===== src/rtl/task_resp_pkg.sv =====
// Shared types for the task completion responder.
// Slot states, default widths and the completion record.
package task_resp_pkg;

    typedef enum logic [1:0] {
        SLOT_IDLE = 2'd0,
        SLOT_RUN  = 2'd1,
        SLOT_PEND = 2'd2
    } slot_state_e;

    localparam int NUM_SLOTS_DEF = 4;
    localparam int ID_W_DEF      = 4;
    localparam int DUR_W_DEF     = 8;
    localparam int TS_W_DEF      = 16;

    typedef struct packed {
        logic [ID_W_DEF-1:0] id;
        logic [TS_W_DEF-1:0] ts;
    } done_rec_t;

endpackage


===== src/rtl/task_slot.sv =====
// One task timer: latches id, counts duration down,
// stamps expiry time and waits to be drained.
module task_slot
    import task_resp_pkg::*;
#(
    parameter int ID_W  = ID_W_DEF,
    parameter int DUR_W = DUR_W_DEF,
    parameter int TS_W  = TS_W_DEF
) (
    input  logic             clk,
    input  logic             rst,
    input  logic             start,
    input  logic [ID_W-1:0]  load_id,
    input  logic [DUR_W-1:0] load_dur,
    input  logic [TS_W-1:0]  cur_ts,
    input  logic             release_slot,
    output slot_state_e      state,
    output logic [ID_W-1:0]  id,
    output logic [TS_W-1:0]  exp_ts
);

    logic [DUR_W-1:0] cnt;

    always_ff @(posedge clk) begin
        if (rst) begin
            state  <= SLOT_IDLE;
            cnt    <= '0;
            id     <= '0;
            exp_ts <= '0;
        end else begin
            unique case (state)
                SLOT_IDLE: begin
                    if (start) begin
                        state <= SLOT_RUN;
                        cnt   <= load_dur;
                        id    <= load_id;
                    end
                end
                SLOT_RUN: begin
                    if (cnt == '0) begin
                        state  <= SLOT_PEND;
                        exp_ts <= cur_ts;
                    end else begin
                        cnt <= cnt - DUR_W'(1);
                    end
                end
                SLOT_PEND: begin
                    if (release_slot) state <= SLOT_IDLE;
                end
                default: state <= SLOT_IDLE;
            endcase
        end
    end

endmodule


===== src/rtl/task_done_responder.sv =====
// Runs up to NUM_SLOTS task timers concurrently and
// streams completions (id, expiry timestamp) in finish order.
module task_done_responder
    import task_resp_pkg::*;
#(
    parameter int NUM_SLOTS = NUM_SLOTS_DEF,
    parameter int ID_W      = ID_W_DEF,
    parameter int DUR_W     = DUR_W_DEF,
    parameter int TS_W      = TS_W_DEF,
    localparam int CNT_W    = $clog2(NUM_SLOTS + 1)
) (
    input  logic             clk,
    input  logic             rst,
    input  logic             req_valid,
    output logic             req_ready,
    input  logic [ID_W-1:0]  req_id,
    input  logic [DUR_W-1:0] req_dur,
    output logic             done_valid,
    input  logic             done_ready,
    output logic [ID_W-1:0]  done_id,
    output logic [TS_W-1:0]  done_ts,
    output logic [CNT_W-1:0] in_flight
);

    logic [TS_W-1:0]      ts;
    logic                 ready_en;
    slot_state_e          st  [NUM_SLOTS];
    logic [ID_W-1:0]      sid [NUM_SLOTS];
    logic [TS_W-1:0]      sts [NUM_SLOTS];
    logic [NUM_SLOTS-1:0] start_vec;
    logic [NUM_SLOTS-1:0] rel_vec;
    logic                 free_found;
    logic                 pend_found;
    logic                 accept;
    logic                 load;
    logic [ID_W-1:0]      nxt_id;
    logic [TS_W-1:0]      nxt_ts;

    // Lowest-index IDLE slot takes a start; lowest-index PEND slot drains.
    always_comb begin
        free_found = 1'b0;
        pend_found = 1'b0;
        start_vec  = '0;
        rel_vec    = '0;
        nxt_id     = '0;
        nxt_ts     = '0;
        for (int i = 0; i < NUM_SLOTS; i++) begin
            if (!free_found && st[i] == SLOT_IDLE) begin
                start_vec[i] = 1'b1;
                free_found   = 1'b1;
            end
            if (!pend_found && st[i] == SLOT_PEND) begin
                rel_vec[i] = 1'b1;
                pend_found = 1'b1;
                nxt_id     = sid[i];
                nxt_ts     = sts[i];
            end
        end
        req_ready = ready_en && free_found;
        accept    = req_valid && req_ready;
        load      = (!done_valid || done_ready) && pend_found;
        start_vec = start_vec & {NUM_SLOTS{accept}};
        rel_vec   = rel_vec & {NUM_SLOTS{load}};
    end

    for (genvar g = 0; g < NUM_SLOTS; g++) begin : g_slot
        task_slot #(
            .ID_W  (ID_W),
            .DUR_W (DUR_W),
            .TS_W  (TS_W)
        ) u_slot (
            .clk          (clk),
            .rst          (rst),
            .start        (start_vec[g]),
            .load_id      (req_id),
            .load_dur     (req_dur),
            .cur_ts       (ts),
            .release_slot (rel_vec[g]),
            .state        (st[g]),
            .id           (sid[g]),
            .exp_ts       (sts[g])
        );
    end

    always_ff @(posedge clk) begin
        if (rst) begin
            ts       <= '0;
            ready_en <= 1'b0;
        end else begin
            ts       <= ts + TS_W'(1);
            ready_en <= 1'b1;
        end
    end

    always_ff @(posedge clk) begin
        if (rst) begin
            done_valid <= 1'b0;
            done_id    <= '0;
            done_ts    <= '0;
        end else if (load) begin
            done_valid <= 1'b1;
            done_id    <= nxt_id;
            done_ts    <= nxt_ts;
        end else if (done_ready) begin
            done_valid <= 1'b0;
        end
    end

    // Only IDLE->RUN and PEND->IDLE change the busy count.
    always_ff @(posedge clk) begin
        if (rst) begin
            in_flight <= '0;
        end else begin
            unique case ({accept, load})
                2'b10:   in_flight <= in_flight + CNT_W'(1);
                2'b01:   in_flight <= in_flight - CNT_W'(1);
                default: in_flight <= in_flight;
            endcase
        end
    end

endmodule


===== config.mk =====
export PLATFORM = sky130hd
export DESIGN_NAME = task_done_responder
export DESIGN_NICKNAME = d
export VERILOG_FILES = /design/src/rtl/task_resp_pkg.sv /design/src/rtl/task_slot.sv /design/src/rtl/task_done_responder.sv
export SDC_FILE = /design/constraint.sdc
export NUM_CORES = 1
export LEC_CHECK = 0
export ABC_CLOCK_PERIOD_IN_PS = 3700
export CAP_MARGIN = 5
export CORE_ASPECT_RATIO = 2
export CORE_MARGIN = 8
export CORE_UTILIZATION = 35
export DETAILED_ROUTE_END_ITERATION = 16
export PLACE_DENSITY = 0.56
export SLEW_MARGIN = 20
export SYNTH_ARGS = -nofsm -noshare
export SYNTH_HDL_FRONTEND = slang
export SYNTH_SLANG_ARGS = --single-unit

===== constraint.sdc =====
create_clock -name clk -period 3.7 [get_ports clk]
set_input_delay 1.11 -clock clk [delete_from_list [all_inputs] [get_ports clk]]
set_output_delay 1.11 -clock clk [all_outputs]
set_load 0.01 [all_outputs]

; Word level (Yosys, flattened, before mapping)
; Cells that the tools add are included.
[totals]
regBits = 161
latch_bits = 0
mem_bits_rw = 0
mem_bits_ro = 0
in_bits = 16
word_cells = 158
mem_count = 0
[op_classes]
add_sub_neg = 7
n_mul = 0
div_mod_pow = 0
n_lt_le_gt_ge = 0
n_eq_ne = 26
n_shift = 0
mux = 54
n_bitwise = 2
reduce_logical = 47
[ops]
columns = op, count
row1 = $mux 16, 4
row2 = $mux 8, 8
row3 = $pmux 8 s2, 4
row4 = $logic_not 8->1, 4
row5 = $sub 8x1->8 const B, 4
row6 = $mux 2, 12
row7 = $ne 2x2->1 const B, 12
row8 = $pmux 2 s3, 4
row9 = $reduce_and 3->1, 8
row10 = $mux 1, 17
row11 = $add 16x1->16 const B, 1
row12 = $mux 4, 4
row13 = $reduce_and 2->1, 8
row14 = $reduce_bool 2->1, 6
row15 = $eq 2x1->1 const B, 5
row16 = $eq 2x2->1 const B, 5
row17 = $logic_and 1x1->1, 9
row18 = $and 4x4->4, 2
row19 = $logic_not 2->1, 4
row20 = $ne 2x1->1 const B, 4
row21 = $logic_not 1->1, 7
row22 = $pmux 3 s2, 1
row23 = $add 3x1->3 const B, 1
row24 = $sub 3x1->3 const B, 1
row25 = $logic_or 1x1->1, 1

; Longest topological paths before layout
; Gate-level depths: netlist of run 1.
[logic_depth]
word_depth = 16
ltp_mapped = 10

; By module
; A second synthesis of run 1 with hierarchy kept.
[unflattened]
cells_unflattened = 847
hier_area_um2 = 7701.1
[by_module_without_submodules]
columns = mod, instances, cells_each, area_each_um2, seq_area_each_um2
row1 = task_slot, 4, 140, 1336.3, 600.6
row2 = task_done_responder, 1, 287, 2356.0, 820.8

; Worst setup path after synthesis of run 1
; Ideal clock, no wire load.
[synth_path]
path_type = input to register
startpoint = input port done_ready
endpoint = register in_flight[2]
arrival_ns = 2.991
setup_slack_ns = 0.639
cell_stages = 9
path_buffers = 1
path_cell_list = nor2b_1 > a41oi_1 > clkbuf_1 > ha_1 > inv_1 > fa_1 > xor2_1 > or3_1 > a21oi_1
[synth_between]
elab_chain_cells = 4
word_cells_on_any_way = 6
classes_between = eq/ne (2) / mux (1) / reduce/logical (3)
[synth_rtl]
columns = element, line_no
row1 = "start, declared", task_done_responder.sv:19  ; input logic done_ready,
row2 = $logic_or 1x1->1 (*), task_done_responder.sv:61  ; load = (!done_valid || done_ready) && pend_found;
row3 = $logic_and 1x1->1 (*), task_done_responder.sv:61
row4 = net load, task_done_responder.sv:35  ; logic load;
row5 = $eq 2x1->1 / $eq 2x2->1 (equally long branches), task_done_responder.sv:114  ; unique case ({accept, load})
row6 = $pmux 3 s2 / $reduce_bool 2->1 (equally long branches), --
row7 = "end signal, assigned", task_done_responder.sv:115  ; 2'b10: in_flight <= in_flight + CNT_W'(1);
row8 = "end signal, assigned", task_done_responder.sv:116  ; 2'b01: in_flight <= in_flight - CNT_W'(1);
row9 = "end signal, assigned", task_done_responder.sv:117  ; default: in_flight <= in_flight;
row10 = "end, declared", task_done_responder.sv:22  ; output logic [CNT_W-1:0] in_flight
; Mark *: on every way through the listed nets, which the timed path passes. The rest lies on a longest branch.
; A chain may end at the register's enable or synchronous reset.

; Worst setup path after layout of run 1
[layout_path]
startpoint = register g_slot[2].u_slot.state[0]
endpoint = output port req_ready
[layout_between]
elab_chain_cells = 7
[layout_rtl]
columns = element, line_no
row1 = "start, declared", task_slot.sv:17  ; output slot_state_e state,
row2 = "start signal, assigned", task_slot.sv:26  ; state <= SLOT_IDLE;
row3 = "start signal, assigned", task_slot.sv:34  ; state <= SLOT_RUN;
row4 = "start signal, assigned", task_slot.sv:41  ; state <= SLOT_PEND;
row5 = $logic_not 2->1 (*), task_done_responder.sv:48  ; if (!free_found && st[i] == SLOT_IDLE) begin
row6 = $logic_and 1x1->1 (*), task_done_responder.sv:48
row7 = $mux 1 (*), task_done_responder.sv:48
row8 = $logic_not 1->1, task_done_responder.sv:48
row9 = $logic_and 1x1->1, task_done_responder.sv:48
row10 = $mux 1 (*), task_done_responder.sv:48
row11 = $logic_and 1x1->1 (*), task_done_responder.sv:59  ; req_ready = ready_en && free_found;
row12 = "end, declared", task_done_responder.sv:15  ; output logic req_ready,
; Mark *: on every way between the ends. The rest lies on a longest branch, timed or not.

==> metrics.md, run 1 <==
| Metric | Value |
|---|---|
| Initial antenna violation count | `0` |
| Post-Route WL | `21.0 mm` |
| Footprint of the multi-input gates | `3770 µm²` |
| Row count | `75` |
| Residual DRC | `0` |
| Syn Area/Cell | `8.27 µm²` |
| Fmax | `304 MHz` |
| Worst-margin pin slew | `0.941 ns` |
| Synth Cell Area | `7310 µm²` |
| Pin count of the biggest net entering global routing | `112` |
| Worst r2r dst | `in_flight[2]` |
| Placer Congestion | `0.810` |
| Root Buffer | `clkbuf_16` |
| Diode count | `0` |
| EDFF count, synth | `0` |
| Critical path endpoint category | `output port` |
| CTS Hold Bufs | `0` |
| Vias | `6534` |
| Clock-pin slew on the worst setup and hold paths | `0.07 ns` |
| Antenna Nets Post-Route | `0` |
| Top cell type's share of synthesized area | `44.1%` |
| CTS buffer count | `17` |
| Total global routing overflow | `0` |
| Number of port buffers | `40` |
| Final setup vio count | `0` |
| Unrepaired setup endpoints after global routing | `false` |
| Peak VDD IR | `0.336 mV` |
| Initial Util | `35.2%` |
| Final hold viol count | `0` |
| Reg2Reg Depth | `9` |
| WHS | `0.453 ns` |
| Register area share after synthesis | `44.1%` |
| Die X | `118 µm` |
| Critical Path Sink | `req_ready` |
| Area added between synthesis and finish | `16.6%` |
| Worst path arrival time | `2.18 ns` |
| Postcts setup bufs | `0` |
| Vias/cell | `5.56` |
| Post-CTS resize count | `0` |
| Detailed placer's ending HPWL | `13.1 mm` |
| Post-DP Area | `7920 µm²` |
| Max Cap Viol | `0` |
| Synth Instances | `884` |
| First-pass GRT wire length | `34.3 mm` |
| Max FO, Critical Path | `13` |
| Ports | `41` |
| Die footprint | `26000 µm²` |
| Core Util, Final | `41.1%` |
| Layout filler cell count | `2105` |
| R2r setup slk | `0.99 ns` |
| Die H | `220 µm` |
| Worst setup startpoint | `g_slot[2].u_slot.state[0]` |
| Share of cells above drive strength 1 | `8.60%` |
| Critical path class | `flip-flop to output port` |
| CP required | `2.59 ns` |
| Net Count, Synth | `908` |
| Period utilization | `89.0%` |
| Status | `completed` |
| Core Area | `20700 µm²` |
| Critical Path Source Type | `flip-flop` |
| All-Layer GR Usage | `16.5%` |
| Main area contributors after synthesis | `dfxtp_1, nand2_1, a21oi_1, mux2i_1, nor2_1` |
| First drt pass iteration count | `6` |
| NumNets Final | `918` |
| Worst min path class | `flip-flop to flip-flop` |
| Leak pwr | `3.07 nW` |
| Setup_tns | `0 ns` |
| Power per cell area | `464 nW/µm²` |
| FFs w/ async S/R, synth | `0%` |
| Slew Limit Fails | `0` |
| Tmin final | `3.29 ns` |
| Htree depth | `4` |
| Relative slew slack | `36.7%` |
| Top cell type by total area after synthesis | `dfxtp_1` |
| Worst r2r src | `g_slot[2].u_slot.state[0]` |
| Initial drt markers | `511` |
| Drt wl/cell | `17.9 µm` |
| Top cells by count, synth | `dfxtp_1, nand2_1, a21oi_1` |
| Post-synthesis register bit count | `161` |
| Vias in the first global route | `6409` |
| Max clock buf depth | `2` |
| TritonCTS clock tree | `done` |
| Clock tree sinks | `161` |
| Worst-skew pair later-pin latency | `0.44 ns` |
| Design Area, Final | `8520 µm²` |
| Register area | `3220 µm²` |
| Yosys cell types | `72` |
| Primary FF master, synth | `dfxtp_1` |
| Worst Clk Skew | `0.0127 ns` |
| Count leader, synth | `dfxtp_1` |
| YS warnings | `0` |
placed cells by master (no fill, tap or decap), types with 7 or more instances in the layout:
master           instances
o32ai_1                 14
nor3_1                  13
nand2b_1                 8
ha_1                     7
buf_4                   17
a31oi_1                 10
dfxtp_1                161
a22oi_1                  7
nor4_1                   7
a21oi_1                104
clkbuf_16               17
nor2b_1                 10
nand3_1                 16
nand2_1                152
xor2_1                   9
mux2i_1                 36
nor3b_1                  7
clkdlybuf4s50_1         39
o21ai_0                 48
or3_1                    8
nor2_1                  81
a41oi_1                 14
inv_1                   14
power by group:
part	leakage [nW]	switching (mW)	internal [mW]	total [mW]
Combinational	1.49	0.206	0.129	0.334
Clock	0.284	0.791	1.02	1.81
Sequential	1.30	0.0413	1.77	1.81
sequential cells by signal, indices dropped and copies added, names as in the netlist:
register / cells
done_id: 4
ready_en: 1
done_valid: 1
in_flight: 3
ts: 16
g_slot.u_slot.cnt: 32
g_slot.u_slot.state: 8
g_slot.u_slot.exp_ts: 64
g_slot.u_slot.id: 16
done_ts: 16
routing by layer:
layer	vias to the layer above	track usage, %	part of all wire [%]
met5	-	0	0
met4	0	7.61	2.6
met3	40	3.65	4.9
met2	170	26.5	46
met1	3137	20.6	46
li1	3187	-	-
through the flow:
| step | setup WS [ns] | instances | power, mW |
|---|---|---|---|
| floorplan | 0.639 | 884 | 2.04 |
| global placement | 0.524 | 1144 | 2.18 |
| detailed placement | 0.484 | 1144 | 2.19 |
| CTS | 0.390 | 1176 | 4.00 |
| global route | 0.294 | 1176 | 4.10 |
| finish | 0.408 | 1176 | 3.96 |
critical path, stage by stage, from the launching register on:
cell and delay, ns:
dfxtp_1 0.59, nor2_1 0.18, o41a_1 0.47, clkdlybuf4s50_1 0.50
final cells by class:
type                    count  area share [%]
clock inverters            14            1.98
multi-input cells         642            44.2
inverters                  15           0.661
clock buffers              18            5.04
well taps                 269            3.95
repair buffers             57            6.32
flip-flops and latches    161            37.8
logic make-up after synthesis:
family / Yosys count / share of synthesized area (%)
mux: 37 / 5.09
compound gates: 245 / 21.1
xor+xnor: 12 / 1.44
flops: 161 / 44.1
fa+ha+maj: 8 / 1.47
simple gates: 340 / 22.1
buf+inv: 81 / 4.69
worst min path at each step:
| stage | start | slack (ns) | to | cells past startpoint |
|---|---|---|---|---|
| 2_1_floorplan | g_slot[3].u_slot.id[0] | 0.43 | g_slot[3].u_slot.id[0] | 2 |
| 3_3_place_gp | g_slot[2].u_slot.exp_ts[4] | 0.44 | g_slot[2].u_slot.exp_ts[4] | 2 |
| 3_5_place_dp | g_slot[2].u_slot.exp_ts[6] | 0.45 | g_slot[2].u_slot.exp_ts[6] | 2 |
| 4_1_cts | g_slot[2].u_slot.exp_ts[10] | 0.46 | g_slot[2].u_slot.exp_ts[10] | 2 |
| 5_1_grt | g_slot[0].u_slot.exp_ts[15] | 0.47 | g_slot[0].u_slot.exp_ts[15] | 2 |
| 6_report | g_slot[2].u_slot.exp_ts[10] | 0.45 | g_slot[2].u_slot.exp_ts[10] | 2 |
No activity file was read; power rests on OpenSTA's default activity.
==> inputs of run 2 (changes only) <==
--- a/config.mk
+++ b/config.mk
@@ -9,9 +9,9 @@
 export CAP_MARGIN = 5
 export CORE_ASPECT_RATIO = 2
 export CORE_MARGIN = 8
-export CORE_UTILIZATION = 35
+export CORE_UTILIZATION = 55
 export DETAILED_ROUTE_END_ITERATION = 16
-export PLACE_DENSITY = 0.56
+export PLACE_DENSITY = 0.79
 export SLEW_MARGIN = 20
 export SYNTH_ARGS = -nofsm -noshare
 export SYNTH_HDL_FRONTEND = slang
==> metrics.md, run 2 (synthesized netlist as in run 1, its figures left out) <==
| Metric | Value |
|---|---|
| Core Area | `13000 µm²` |
| Number of port buffers | `40` |
| Max clock buf depth | `2` |
| Register area | `3220 µm²` |
| Reg with most FFs | `g_slot.u_slot.exp_ts` |
| Switch Pwr | `1.01 mW` |
| Die H | `179 µm` |
| Worst min path class | `flip-flop to flip-flop` |
| Vias | `6692` |
| Initial Util | `56.2%` |
| All-Layer GR Usage | `23.5%` |
| Antenna Nets Post-Route | `0` |
| Sw frac | `25.7%` |
| CP required | `2.59 ns` |
| Clock share of power | `45.2%` |
| Layout filler cell count | `1103` |
| Placer Congestion | `0.894` |
| Worst-margin pin slew | `0.898 ns` |
| Most frequent cells in the layout | `dfxtp_1, nand2_1, a21oi_1, nor2_1, o21ai_0` |
| Postcts setup bufs | `0` |
| Share of cells above drive strength 1 | `8.49%` |
| Post-CTS resize count | `0` |
| Critical path class | `flip-flop to output port` |
| CTS Hold Bufs | `0` |
| Post-Route WL | `20.6 mm` |
| Vias/cell | `6.32` |
| Total global routing overflow | `0` |
| Vias in the first global route | `6544` |
| Status | `completed` |
| Clock tree sinks | `161` |
| Most common cell after layout, fill and taps aside | `dfxtp_1` |
| Power per cell area | `470 nW/µm²` |
| Tmin final | `3.25 ns` |
| Total power | `3.93 mW` |
| CTS buffer count | `17` |
| Setup_tns | `0 ns` |
| Initial drt markers | `516` |
| Worst Clk Skew | `0.0115 ns` |
| Fmax | `308 MHz` |
| Max reg flops | `64` |
| NumNets Final | `918` |
| Die X | `97.5 µm` |
| Design Area, Final | `8370 µm²` |
| Comb pwr share | `8.6%` |
| WHS | `0.456 ns` |
| Worst-skew pair later-pin latency | `0.43 ns` |
| Final setup vio count | `0` |
| First drt pass iteration count | `5` |
| Root Buffer | `clkbuf_16` |
| Flop pwr share | `46.2%` |
| Footprint of the multi-input gates | `3760 µm²` |
| Internal power | `2.92 mW` |
| Die footprint | `17500 µm²` |
| Max FO, Critical Path | `13` |
| Area added between synthesis and finish | `14.5%` |
| Unrepaired setup endpoints after global routing | `false` |
| First-pass GRT wire length | `33.0 mm` |
| Largest regs | `g_slot.u_slot.exp_ts: 64 flops, g_slot.u_slot.cnt: 32 flops` |
| Post-DP Area | `7770 µm²` |
| Peak VDD IR | `0.340 mV` |
| Max Cap Viol | `0` |
| Detailed placer's ending HPWL | `13.7 mm` |
| Relative slew slack | `39.9%` |
| Critical path endpoint category | `output port` |
| Drt wl/cell | `19.5 µm` |
| TritonCTS clock tree | `done` |
| Pin count of the biggest net entering global routing | `139` |
| Initial antenna violation count | `0` |
| Slew Limit Fails | `0` |
| Row count | `59` |
| Final hold viol count | `0` |
| Diode count | `0` |
| Period utilization | `87.8%` |
| Critical Path Source Type | `flip-flop` |
| Residual DRC | `0` |
| Htree depth | `4` |
| Worst path arrival time | `2.14 ns` |
| Ports | `41` |
| Leak pwr | `3.07 nW` |
| Clock-pin slew on the worst setup and hold paths | `0.06 ns` |
run 2: power groups by stage:
stage,clock (mW),combinational [mW],sequential [mW]
after detailed placement,0,0.331,1.85
after global placement,0,0.327,1.85
final,1.78,0.337,1.81
after CTS,1.79,0.333,1.81
after floorplan,0,0.198,1.85
after global routing,1.86,0.365,1.82
run 2: area by class of cell:
class	instances	share of cell area [%]
clock buffers	18	5.13
clock inverters	14	2.02
inverters	15	0.673
multi-input cells	642	45.0
flip-flops and latches	161	38.5
well taps	152	2.27
repair buffers	57	6.43
run 2: worst paths after layout:
check | endpoint | cells after the start | from | slack [ns]
worst max register to register | in_flight[2] | 9 | g_slot[2].u_slot.state[0] | 1.01
worst min register to register | g_slot[3].u_slot.id[3] | 2 | g_slot[3].u_slot.id[3] | 0.46
worst min-delay path | g_slot[3].u_slot.id[3] | 2 | g_slot[3].u_slot.id[3] | 0.46
worst max-delay path | req_ready | 3 | g_slot[2].u_slot.state[0] | 0.45
run 2: worst max-delay path: stages, from the launching register on:
cell             delay [ns]
dfxtp_1                0.57
nor2_1                 0.18
o41a_1                 0.47
clkdlybuf4s50_1        0.49
run 2: layer usage:
metal	routed length [µm]	track usage, %
met1	7700	23.7
met2	10500	41.7
met3	1080	4.09
met4	1310	19.3
met5	0	0
run 2: stage by stage:
stage,utilization (%),worst slack (ns),cells
finish,64.4,0.452,1059
CTS,64.4,0.447,1059
floorplan,-,0.639,884
detailed placement,59.8,0.474,1027
global route,64.4,0.353,1059
global placement,59.8,0.504,1027
==> inputs of run 3 (changes only) <==
--- a/config.mk
+++ b/config.mk
@@ -8,9 +8,10 @@
 export ABC_CLOCK_PERIOD_IN_PS = 3700
 export CAP_MARGIN = 5
 export CORE_ASPECT_RATIO = 2
-export CORE_MARGIN = 8
+export CORE_MARGIN = 1.5
 export CORE_UTILIZATION = 55
 export DETAILED_ROUTE_END_ITERATION = 16
+export GPL_TIMING_DRIVEN = 0
 export PLACE_DENSITY = 0.79
 export SLEW_MARGIN = 20
 export SYNTH_ARGS = -nofsm -noshare
==> metrics.md, run 3 (synthesized netlist as in run 1, its figures left out) <==
| Metric | Value |
|---|---|
| Status | `completed` |
| Slew Limit Fails | `0` |
| Clock tree sinks | `161` |
| Worst r2r src | `g_slot[3].u_slot.state[0]` |
| WHS | `0.457 ns` |
| Initial Util | `56.2%` |
| Power per cell area | `463 nW/µm²` |
| Total power | `3.95 mW` |
| First-pass GRT wire length | `35.4 mm` |
| Core Area | `13000 µm²` |
| Critical path class | `input pin to flip-flop` |
| Worst-margin pin slew | `1.08 ns` |
| Initial drt markers | `704` |
| Max FO, Critical Path | `10` |
| Unrepaired setup endpoints after global routing | `false` |
| Worst hold start | `g_slot[0].u_slot.exp_ts[15]` |
| Detailed placer's ending HPWL | `16.1 mm` |
| Postcts setup bufs | `0` |
| Tmin final | `3.39 ns` |
| R2r setup slk | `0.54 ns` |
| Vias/cell | `6.46` |
| Vias | `7154` |
| Row count | `59` |
| Ports | `41` |
| Reg with most FFs | `g_slot.u_slot.exp_ts` |
| Worst min path class | `flip-flop to flip-flop` |
| Residual DRC | `0` |
| CP max stage delay | `0.45 ns` |
| Worst-skew pair later-pin latency | `0.44 ns` |
| Critical Path Source Type | `input pin` |
| First drt pass iteration count | `6` |
| Root Buffer | `clkbuf_16` |
| Total global routing overflow | `0` |
| Die footprint | `14000 µm²` |
| Initial antenna violation count | `0` |
| Fmax | `295 MHz` |
| CP required | `4.07 ns` |
| Worst path arrival time | `3.76 ns` |
| CP Cell Sequence | `clkdlybuf4s50_1, nor2b_1, a41oi_2, clkbuf_2, ha_1, inv_1, fa_1, xor2_1, or3_1, a21oi_1` |
| Relative slew slack | `27.6%` |
| Clock-pin slew on the worst setup and hold paths | `0.07 ns` |
| Setup_tns | `0 ns` |
| Worst setup startpoint | `done_ready` |
| Number of port buffers | `40` |
| Area added between synthesis and finish | `16.7%` |
| Critical path endpoint category | `flip-flop` |
| Leak pwr | `3.12 nW` |
| Antenna Nets Post-Route | `0` |
| Share of cells above drive strength 1 | `7.64%` |
| Final hold viol count | `0` |
| Period utilization | `91.7%` |
| CTS buffer count | `17` |
| TritonCTS clock tree | `done` |
| Most common cell after layout, fill and taps aside | `dfxtp_1` |
| Placer Congestion | `0.915` |
| NumNets Final | `967` |
| Htree depth | `4` |
| Diode count | `0` |
| Drt wl/cell | `20.7 µm` |
| Vias in the first global route | `6851` |
| Peak VDD IR | `0.347 mV` |
| Max clock buf depth | `2` |
| Max Cap Viol | `0` |
| Final setup vio count | `0` |
| Post-Route WL | `22.9 mm` |
| Die X | `84.5 µm` |
| All-Layer GR Usage | `32.4%` |
| Die H | `166 µm` |
| Max reg flops | `64` |
| CP max stage cell | `clkdlybuf4s50_1` |
| Most frequent cells in the layout | `dfxtp_1, nand2_1, a21oi_1, nor2_1, clkbuf_1` |
| Largest regs | `g_slot.u_slot.exp_ts: 64 flops, g_slot.u_slot.cnt: 32 flops` |
| Pin count of the biggest net entering global routing | `20` |
| Core Util, Final | `65.6%` |
| Worst Clk Skew | `0.0147 ns` |
## run 3: cell count changes in the layout (fill, tap and decap cells not counted), sizes merged
cell / previous run / this run
clkbuf: 18 / 69
clkinvlp: 1 / 0
bufinv: 2 / 0
clkinv: 5 / 9
buf: 18 / 14
clkdlybuf4s50: 39 / 40
## run 3: timing repair
item                       in CTS  in global routing
setup endpoints to repair       1                  1
hold buffers                    0                  0
resized for setup               1                  1
## run 3: metal layers
metal / global-route usage, % / share of wire, % / up-vias
met5: 0 / 0 / -
met1: 33.7 / 34 / 3375
met4: 24.5 / 8.3 / 0
li1: - / - / 3287
met3: 5.57 / 6.8 / 120
met2: 56.6 / 51 / 372
## run 3: through the flow
stage	setup slack [ns]	instance area [µm²]	std cells
finish	0.306	8520	1108
global route	0.246	8520	1108
CTS	0.132	8520	1108
detailed placement	-0.491	7900	1076
global placement	-0.505	7900	1076
floorplan	0.639	7310	884
## run 3: final timing paths
path | cells after the start | endpoint
max | 10 | in_flight[2]
min | 2 | g_slot[0].u_slot.exp_ts[15]
max reg2reg | 10 | in_flight[2]
min reg2reg | 2 | g_slot[0].u_slot.exp_ts[15]
## run 3: area by class of cell
cell class / instances / area, µm²
tap: 152 / 190
sequential: 161 / 3220
clock inverter: 15 / 186
clock buffer: 17 / 425
inverter: 15 / 56.3
timing repair buffer: 40 / 400
buffer: 66 / 288
multi-input combinational: 642 / 3750
fill: 1102 / 4470
## run 3: power by group
part / internal [mW] / total [mW] / switching (mW) / leakage [nW]
combinational: 0.128 / 0.357 / 0.229 / 1.52
clock: 0.916 / 1.78 / 0.863 / 0.295
sequential: 1.77 / 1.81 / 0.0388 / 1.30
total: 2.82 / 3.95 / 1.13 / 3.12
## run 3: worst max-delay path: cells and delay by family
family	cells	cell delay [ns]
AO/OA/AOI/OAI	2	0.57
XOR/XNOR	1	0.18
adder cells (fa/ha/maj)	2	0.61
buffers and inverters	3	0.91
AND/OR/NAND/NOR	2	0.37
